===== config.mk =====
export PLATFORM = sky130hd
export DESIGN_NAME = seq_pattern_gen
export DESIGN_NICKNAME = d
export VERILOG_FILES = /design/src/rtl/seq_pattern_pkg.sv /design/src/rtl/seq_pattern_gen_mod_counter.sv /design/src/rtl/seq_pattern_gen.sv
export SDC_FILE = /design/constraint.sdc
export NUM_CORES = 1
export LEC_CHECK = 0
export ABC_CLOCK_PERIOD_IN_PS = 2100
export CAP_MARGIN = 5
export CORE_MARGIN = 4
export CORE_UTILIZATION = 50
export CTS_CLUSTER_SIZE = 25
export DETAILED_ROUTE_END_ITERATION = 8
export PLACE_DENSITY = 0.76
export SETUP_SLACK_MARGIN = 0.05
export SKIP_CTS_REPAIR_TIMING = 1
export SLEW_MARGIN = 5
export SYNTH_ARGS = -nofsm -noshare
export SYNTH_HDL_FRONTEND = slang
export SYNTH_SLANG_ARGS = --single-unit

===== constraint.sdc =====
create_clock -name CLK -period 2.1 [get_ports CLK]
set_input_delay 0.42 -clock CLK [delete_from_list [all_inputs] [get_ports CLK]]
set_output_delay 0.42 -clock CLK [all_outputs]
set_load 0.01 [all_outputs]

===== src/rtl/seq_pattern_pkg.sv =====
// Shared defaults and helpers for the sequence/pattern generator.
package seq_pattern_pkg;

    localparam int CNT_W_DEF   = 4;
    localparam int MODULUS_DEF = 10;
    localparam int NCH_DEF     = 1;

    // Count value from which the next enabled edge wraps, for a given direction.
    function automatic int term_val(input logic up, input int modulus);
        return up ? (modulus - 1) : 0;
    endfunction

endpackage


===== src/rtl/seq_pattern_gen_mod_counter.sv =====
// Modulo-MODULUS up/down counter with clamped synchronous load and
// a combinational terminal-count flag.
module mod_counter
    import seq_pattern_pkg::*;
#(
    parameter int CNT_W   = CNT_W_DEF,
    parameter int MODULUS = MODULUS_DEF
) (
    input  logic             CLK,
    input  logic             RST_N,
    input  logic             en,
    input  logic             up,
    input  logic             load,
    input  logic [CNT_W-1:0] load_val,
    output logic [CNT_W-1:0] count,
    output logic             tc
);

    localparam logic [CNT_W-1:0] MAX_V = CNT_W'(MODULUS - 1);

    if (MODULUS < 2 || MODULUS > (1 << CNT_W)) begin : g_bad_modulus
        $error("mod_counter: MODULUS must lie in 2 .. 2**CNT_W");
    end

    logic [CNT_W-1:0] count_q, count_d;

    // Next count: load (clamped to 0 when out of range) beats enable beats hold.
    always_comb begin
        count_d = count_q;
        if (load) begin
            if ({1'b0, load_val} < (CNT_W + 1)'(MODULUS))
                count_d = load_val;
            else
                count_d = '0;
        end else if (en) begin
            if (up)
                count_d = (count_q == MAX_V) ? '0 : count_q + CNT_W'(1);
            else
                count_d = (count_q == '0) ? MAX_V : count_q - CNT_W'(1);
        end
    end

    // Count register.
    always_ff @(posedge CLK or negedge RST_N) begin
        if (!RST_N) count_q <= '0;
        else        count_q <= count_d;
    end

    // Terminal count flags the cycle whose edge will wrap; a load suppresses it.
    always_comb begin
        tc = en & ~load & (count_q == CNT_W'(term_val(up, MODULUS)));
    end

    assign count = count_q;

endmodule


===== src/rtl/seq_pattern_gen.sv =====
// Programmable pattern generator: a modulo counter addresses a writable
// pattern memory whose addressed word is registered onto pat_out.
module seq_pattern_gen
    import seq_pattern_pkg::*;
#(
    parameter int CNT_W   = CNT_W_DEF,
    parameter int MODULUS = MODULUS_DEF,
    parameter int NCH     = NCH_DEF
) (
    input  logic             CLK,
    input  logic             RST_N,
    input  logic             en,
    input  logic             up,
    input  logic             load,
    input  logic [CNT_W-1:0] load_val,
    input  logic             wr_en,
    input  logic [CNT_W-1:0] wr_addr,
    input  logic [NCH-1:0]   wr_data,
    output logic [CNT_W-1:0] count,
    output logic             tc,
    output logic [NCH-1:0]   pat_out
);

    localparam int DEPTH = 1 << CNT_W;

    logic [NCH-1:0] mem_q [DEPTH];
    logic [NCH-1:0] mem_d [DEPTH];
    logic [NCH-1:0] pat_out_q, pat_out_d;

    mod_counter #(
        .CNT_W   (CNT_W),
        .MODULUS (MODULUS)
    ) u_cnt (
        .CLK      (CLK),
        .RST_N    (RST_N),
        .en       (en),
        .up       (up),
        .load     (load),
        .load_val (load_val),
        .count    (count),
        .tc       (tc)
    );

    // Write port: every address is writable, even those the counter never reaches.
    always_comb begin
        mem_d = mem_q;
        if (wr_en) mem_d[wr_addr] = wr_data;
    end

    // Read from the pre-write contents so a same-cycle write to the counted
    // address shows up only on the next visit.
    always_comb begin
        pat_out_d = mem_q[count];
    end

    // Memory and output register; reset clears the whole pattern store.
    always_ff @(posedge CLK or negedge RST_N) begin
        if (!RST_N) begin
            for (int i = 0; i < DEPTH; i++) mem_q[i] <= '0;
            pat_out_q <= '0;
        end else begin
            mem_q     <= mem_d;
            pat_out_q <= pat_out_d;
        end
    end

    assign pat_out = pat_out_q;

endmodule


== After elaboration in Yosys (flattened, before gate mapping) ==
Cells that the tools add are included.

* Output and inout port bits: 6
* ROM bits: 0
* Memory bits (writable): 0
* Logic and storage cells: 47
* Flip-flop bits (word level): 21
* Memories: 0
* Bits in latches: 0
* Bits of input ports: 15

* Reduce and logical (&&, ||, !) cells: 3
* Equality and inequality tests: 2
* Add/sub/neg operators: 2
* Multiply operators: 0
* Shift-type cells: 0
* Divide/modulo/power cells: 0
* Mux-type cells: 13
* Order comparisons: 4
* Bitwise operators: 5

{| class="wikitable"
|+ Operators with widths
! kind !! count
|-
| 4-bit 2-to-1 mux || 7
|-
| 16-bit bitwise mux || 1
|-
| 5-bit greater-or-equal comparator, second input constant || 2
|-
| 4-bit NOT with 5-bit output || 2
|-
| 5-bit by 1-bit less-than comparator with 1-bit output, second input constant || 1
|-
| 4-bit by 1-bit adder with 4-bit output, second input constant || 1
|-
| 1-bit binary-select mux with 4-bit select || 1
|-
| 1-bit demux with 4-bit select || 1
|-
| 4-bit equality test || 1
|-
| 4-bit equality test, second input constant || 1
|-
| 4-bit zero test || 1
|-
| 4-bit less-than comparator, second input constant || 1
|-
| 4-bit by 1-bit subtractor with 4-bit output, second input constant || 1
|-
| 1-bit 2-to-1 mux || 3
|-
| 1-bit bitwise AND || 2
|-
| 2-bit nonzero test || 1
|-
| 1-bit logical AND || 1
|-
| 1-bit NOT || 1
|}

== Depth between registers and ports, before layout ==
* Depth in word-level cells: 6
* Mapped depth: 6
* Mapped depth without buffers: 4

== Hierarchy ==
Synthesis repeated with hierarchy kept, for this count alone.

* Cell total of the unflattened synthesis: 113
* Area, all modules: 1,281.2 µm²

{| class="wikitable"
|+ By module, submodules not included
! module !! sequential area each (µm²) !! cells each !! area an instance (µm²) !! times used
|-
| seq_pattern_gen || 425.4 || 67 || 878.3 || 1
|-
| mod_counter || 100.1 || 46 || 402.9 || 1
|}

== Least setup slack after synthesis ==
OpenSTA, ideal clock, no wires.

* Path type: register -> output
* From: reg u_cnt.count_q[0] (netlist: u_cnt.count[0])
* To: out tc
* Path buffers: 2
* Stages on the path, launching flop included: 6
* Path slack: 0.389 ns
* Data required time: 1.680 ns
* Arrival time: 1.291 ns
* Cell sequence: dfrtp_1 buf_6 buf_6 nor3_1 a21oi_1 nor4_1

* Cells in the longest elaborated chain, start to end: 2

{| class="wikitable"
|+ RTL lines
! item !! RTL line !! text
|-
| start, declared || seq_pattern_gen_mod_counter.sv:25 || <nowiki>logic [CNT_W-1:0] count_q, count_d;</nowiki>
|-
| start signal, assigned || seq_pattern_gen_mod_counter.sv:46 || <nowiki>else count_q <= count_d;</nowiki>
|-
| 4-bit equality test || seq_pattern_gen_mod_counter.sv:51 || <nowiki>tc = en & ~load & (count_q == CNT_W'(term_val(up, MODULUS)));</nowiki>
|-
| 1-bit bitwise AND || seq_pattern_gen_mod_counter.sv:51 ||
|-
| end, declared || seq_pattern_gen.sv:20 || <nowiki>output logic tc,</nowiki>
|}

Every way passes these cells.

== Worst setup path in the final report ==
* From: in up
* To: out tc

* Cells in the longest elaborated chain, start to end: 3

{| class="wikitable"
|+ RTL lines
! item !! RTL line !! text
|-
| start, declared || seq_pattern_gen.sv:13 || <nowiki>input logic up,</nowiki>
|-
| 4-bit 2-to-1 mux || seq_pattern_pkg.sv:10 || <nowiki>return up ? (modulus - 1) : 0;</nowiki>
|-
| 4-bit equality test || seq_pattern_gen_mod_counter.sv:51 ||
|-
| 1-bit bitwise AND || seq_pattern_gen_mod_counter.sv:51 ||
|}

Every way passes these cells.

==> summary.md <==
| Metric | Value |
|---|---|
| Crit path max fanout | `3` |
| Yosys warning count | `0` |
| CP arrival | `1.50 ns` |
| H-tree levels | `1` |
| Maxcap violations | `0` |
| Met3 Use GR | `6.33%` |
| Cells after synthesis | `112` |
| Full die area | `3280 um2` |
| Post-Route Setup TNS | `0 ns` |
| Post-Place Worst Slack | `-0.294 ns` |
| Average wire per standard cell | `15.9 um` |
| Final WS setup | `0.182 ns` |
| Root Buffer Master | `clkbuf_4` |
| Critical path required time | `1.68 ns` |
| Power, Total | `1.09 mW` |
| Status | `finished, final reports clean` |
| Via/cell ratio | `5.79` |
| First-pass GRT wire length | `4.41 mm` |
| Hold Crit Class | `primary input to asynchronous set/reset pin` |
| Gpl congestion | `0.779` |
| FP Rows | `17` |
| Dpl cell area | `1500 um2` |
| Synth Register Bits | `21` |
| Area Growth Syn to Fin | `25.5%` |
| Hold Violations, Final | `0` |
| Pwr Density | `716 nW/um2` |
| RSZ-0062 raised after global routing | `no` |
| Post-synthesis mux area share | `24.8%` |
| Clock buffer count from CTS | `3` |
| Largest net degree at the start of global routing | `22` |
| Startpoint Class | `primary input` |
| Crit path cell chain | `clkdlybuf4s50_1 -> and2_1 -> a21oi_1 -> nor4_1 -> buf_2` |
| Final Cell Area | `1520 um2` |
| Clock Tree Buf Depth | `2` |
| Antenna Cells | `0` |
| Number of I/O port buffers | `20` |
| Critical path's top delay family | `buffers and inverters` |
| CORE AREA | `2250 um2` |
| Crit-path slowest cell | `clkdlybuf4s50_1` |
| Final ANT Viol Nets | `0` |
| Drt pass-1 iters | `4` |
| Max incr delay on CP | `0.50 ns` |
| Dpl hpwl | `2.04 mm` |
| Fin crit share | `91.3%` |
| LEAKAGE | `0.631 nW` |
| Area fraction in compound gates after synthesis | `8.15%` |
| Fraction of layout cells with a size suffix above 1 | `26.1%` |
| Main combinational cell family by area after synthesis | `multiplexers` |
| M2 GR Usage | `26.9%` |
| GRT Overall Usage | `17.6%` |
| Clk pin slew, worst setup/hold paths | `0.12 ns` |
| Die Ht | `57.2 um` |
| Clk_lat worst skew | `0.31 ns` |
| Crit. End Element | `output port` |
| Setup violators final | `0` |
| Iter 0 DRT Violations | `25` |
| Post-Synth Simple-Gate Area | `18.2%` |
| Num ports | `21` |
| Hold slack | `0.432 ns` |
| Mapped Area | `1210 um2` |
| Relative slew slack | `70.1%` |
| Vias | `985` |
| GRT Max-Usage Layer | `met2` |
| F_max | `521 MHz` |
| Remaining DRCs | `0` |
| Die Width | `57.2 um` |
| Syn avg cell area | `10.8 um2` |
| Sequential share of the synthesized area | `43.3%` |
| CTS Sinks | `21` |
| Fillcell total | `180` |
| Synth cell types | `33` |
| Initial antenna violation count | `0` |
| # nets final | `158` |
| Mapped Nets | `127` |
| Remaining global-route overflow | `0` |
| Count of pins over their slew limit | `0` |
| Vias in the first global route | `1,000` |
| Critical path class | `primary input to output port` |
| WP buf/inv | `2` |
| CTS tree | `done` |
| Routing usage on met1 | `21.9%` |
| Worst vdd ir | `0.483 mV` |
| Drt total wl | `2.70 mm` |
| Worst Skew | `0.00641 ns` |
| Post-Synth XOR/XNOR Area | `1.44%` |
| Tmin final | `1.92 ns` |
| Measured slew at the worst slew-check pin | `0.448 ns` |
| Synth Area in Adders | `0%` |
| Initial Util | `53.8%` |
==> cells by family after synthesis <==
family,count (synthesis)
buf+inv,9
flops,21
xor+xnor,2
mux,21
compound gates,16
simple gates,43
==> layout by cell type (no fill, tap or decap), types with 4 or more instances in the layout <==
master / n
buf_4: 12
nand2_1: 6
nor3_1: 5
dfrtp_1: 21
a21oi_1: 6
nor2_1: 13
clkdlybuf4s50_1: 19
nand2b_1: 4
mux2_2: 16
==> report_power, final <==
part | internal [mW] | total, mW | switching (mW)
Sequential | 0.493 | 0.537 | 0.0446
Clock | 0.0713 | 0.200 | 0.128
Combinational | 0.211 | 0.351 | 0.141
==> metrics by stage <==
step / util [%] / std cells
6_report: 67.5 / 170
5_1_grt: 67.5 / 170
4_1_cts: 67.7 / 170
3_5_place_dp: 66.5 / 166
3_3_place_gp: 66.5 / 166
2_1_floorplan: - / 112
==> worst register-to-register path, cell delays in order (launching register included) <==
cell and delay (ns):
dfrtp_1 0.43, buf_4 0.19, mux4_1 0.59, mux4_2 0.46
==> routing by layer <==
metal  part of all wire [%]  vias up  wire, um
met1                     43      471      1170
met3                    6.2        8       168
met4                    2.2        0        59
li1                       -      466         -
met5                      0        -         0
met2                     48       40      1300
==> state kept, by name (all words and copies together), names as in the netlist <==
| name | cells |
|---|---|
| mem_q | 16 |
| pat_out | 1 |
| u_cnt.count | 4 |
==> path summary, 6_finish.rpt <==
path / from / end / slack, ns / cells after the start
min in group CLK: mem_q[7] / mem_q[7] / 0.52 / 1
min reg2reg: mem_q[7] / mem_q[7] / 0.52 / 1
min: RST_N / mem_q[12] / 0.43 / 2
max: up / tc / 0.18 / 5
max reg2reg: u_cnt.count[0] / pat_out / 0.32 / 3
max in group asynchronous: RST_N / mem_q[9] / 1.45 / 2
==> final cells by class <==
type                            count  area, um2  area share (%)
Clock buffer                        3       22.5            1.48
Timing Repair Buffer               32        285            18.8
Sequential cell                    21        526            34.5
Multi-Input combinational cell     82        637            41.9
Inverter                            3       11.3           0.740
Clock inverter                      1       5.00           0.329
Tap cell                           28       35.0            2.30
==> synth_stat cells, drive strengths merged <==
cell type  instances  share of area (%)
nor3b              2                1.2
and2               1               0.52
or4                1               0.62
or3                1               0.52
a221o              1               0.83
clkbuf             2               0.62
nor2              13                4.0
inv                3               0.93
nand2              6                1.9
a22oi              2                1.7
a31oi              1               0.52
and3               1               0.52
mux2              16                 15
nand4b             1               0.72
nand3b             2                1.2
nor3               5                2.1
nand3              3                1.2
o21ai              5                2.1
a21oi              6                2.5
xnor2              1               0.72
dfrtp             21                 43
nand2b             4                2.1
o31ai              1               0.62
mux4               5                9.9
xor2               1               0.72
buf                4                2.6
nor2b              2                1.0
nor4               1               0.52
(Power assumes the default switching activity.)
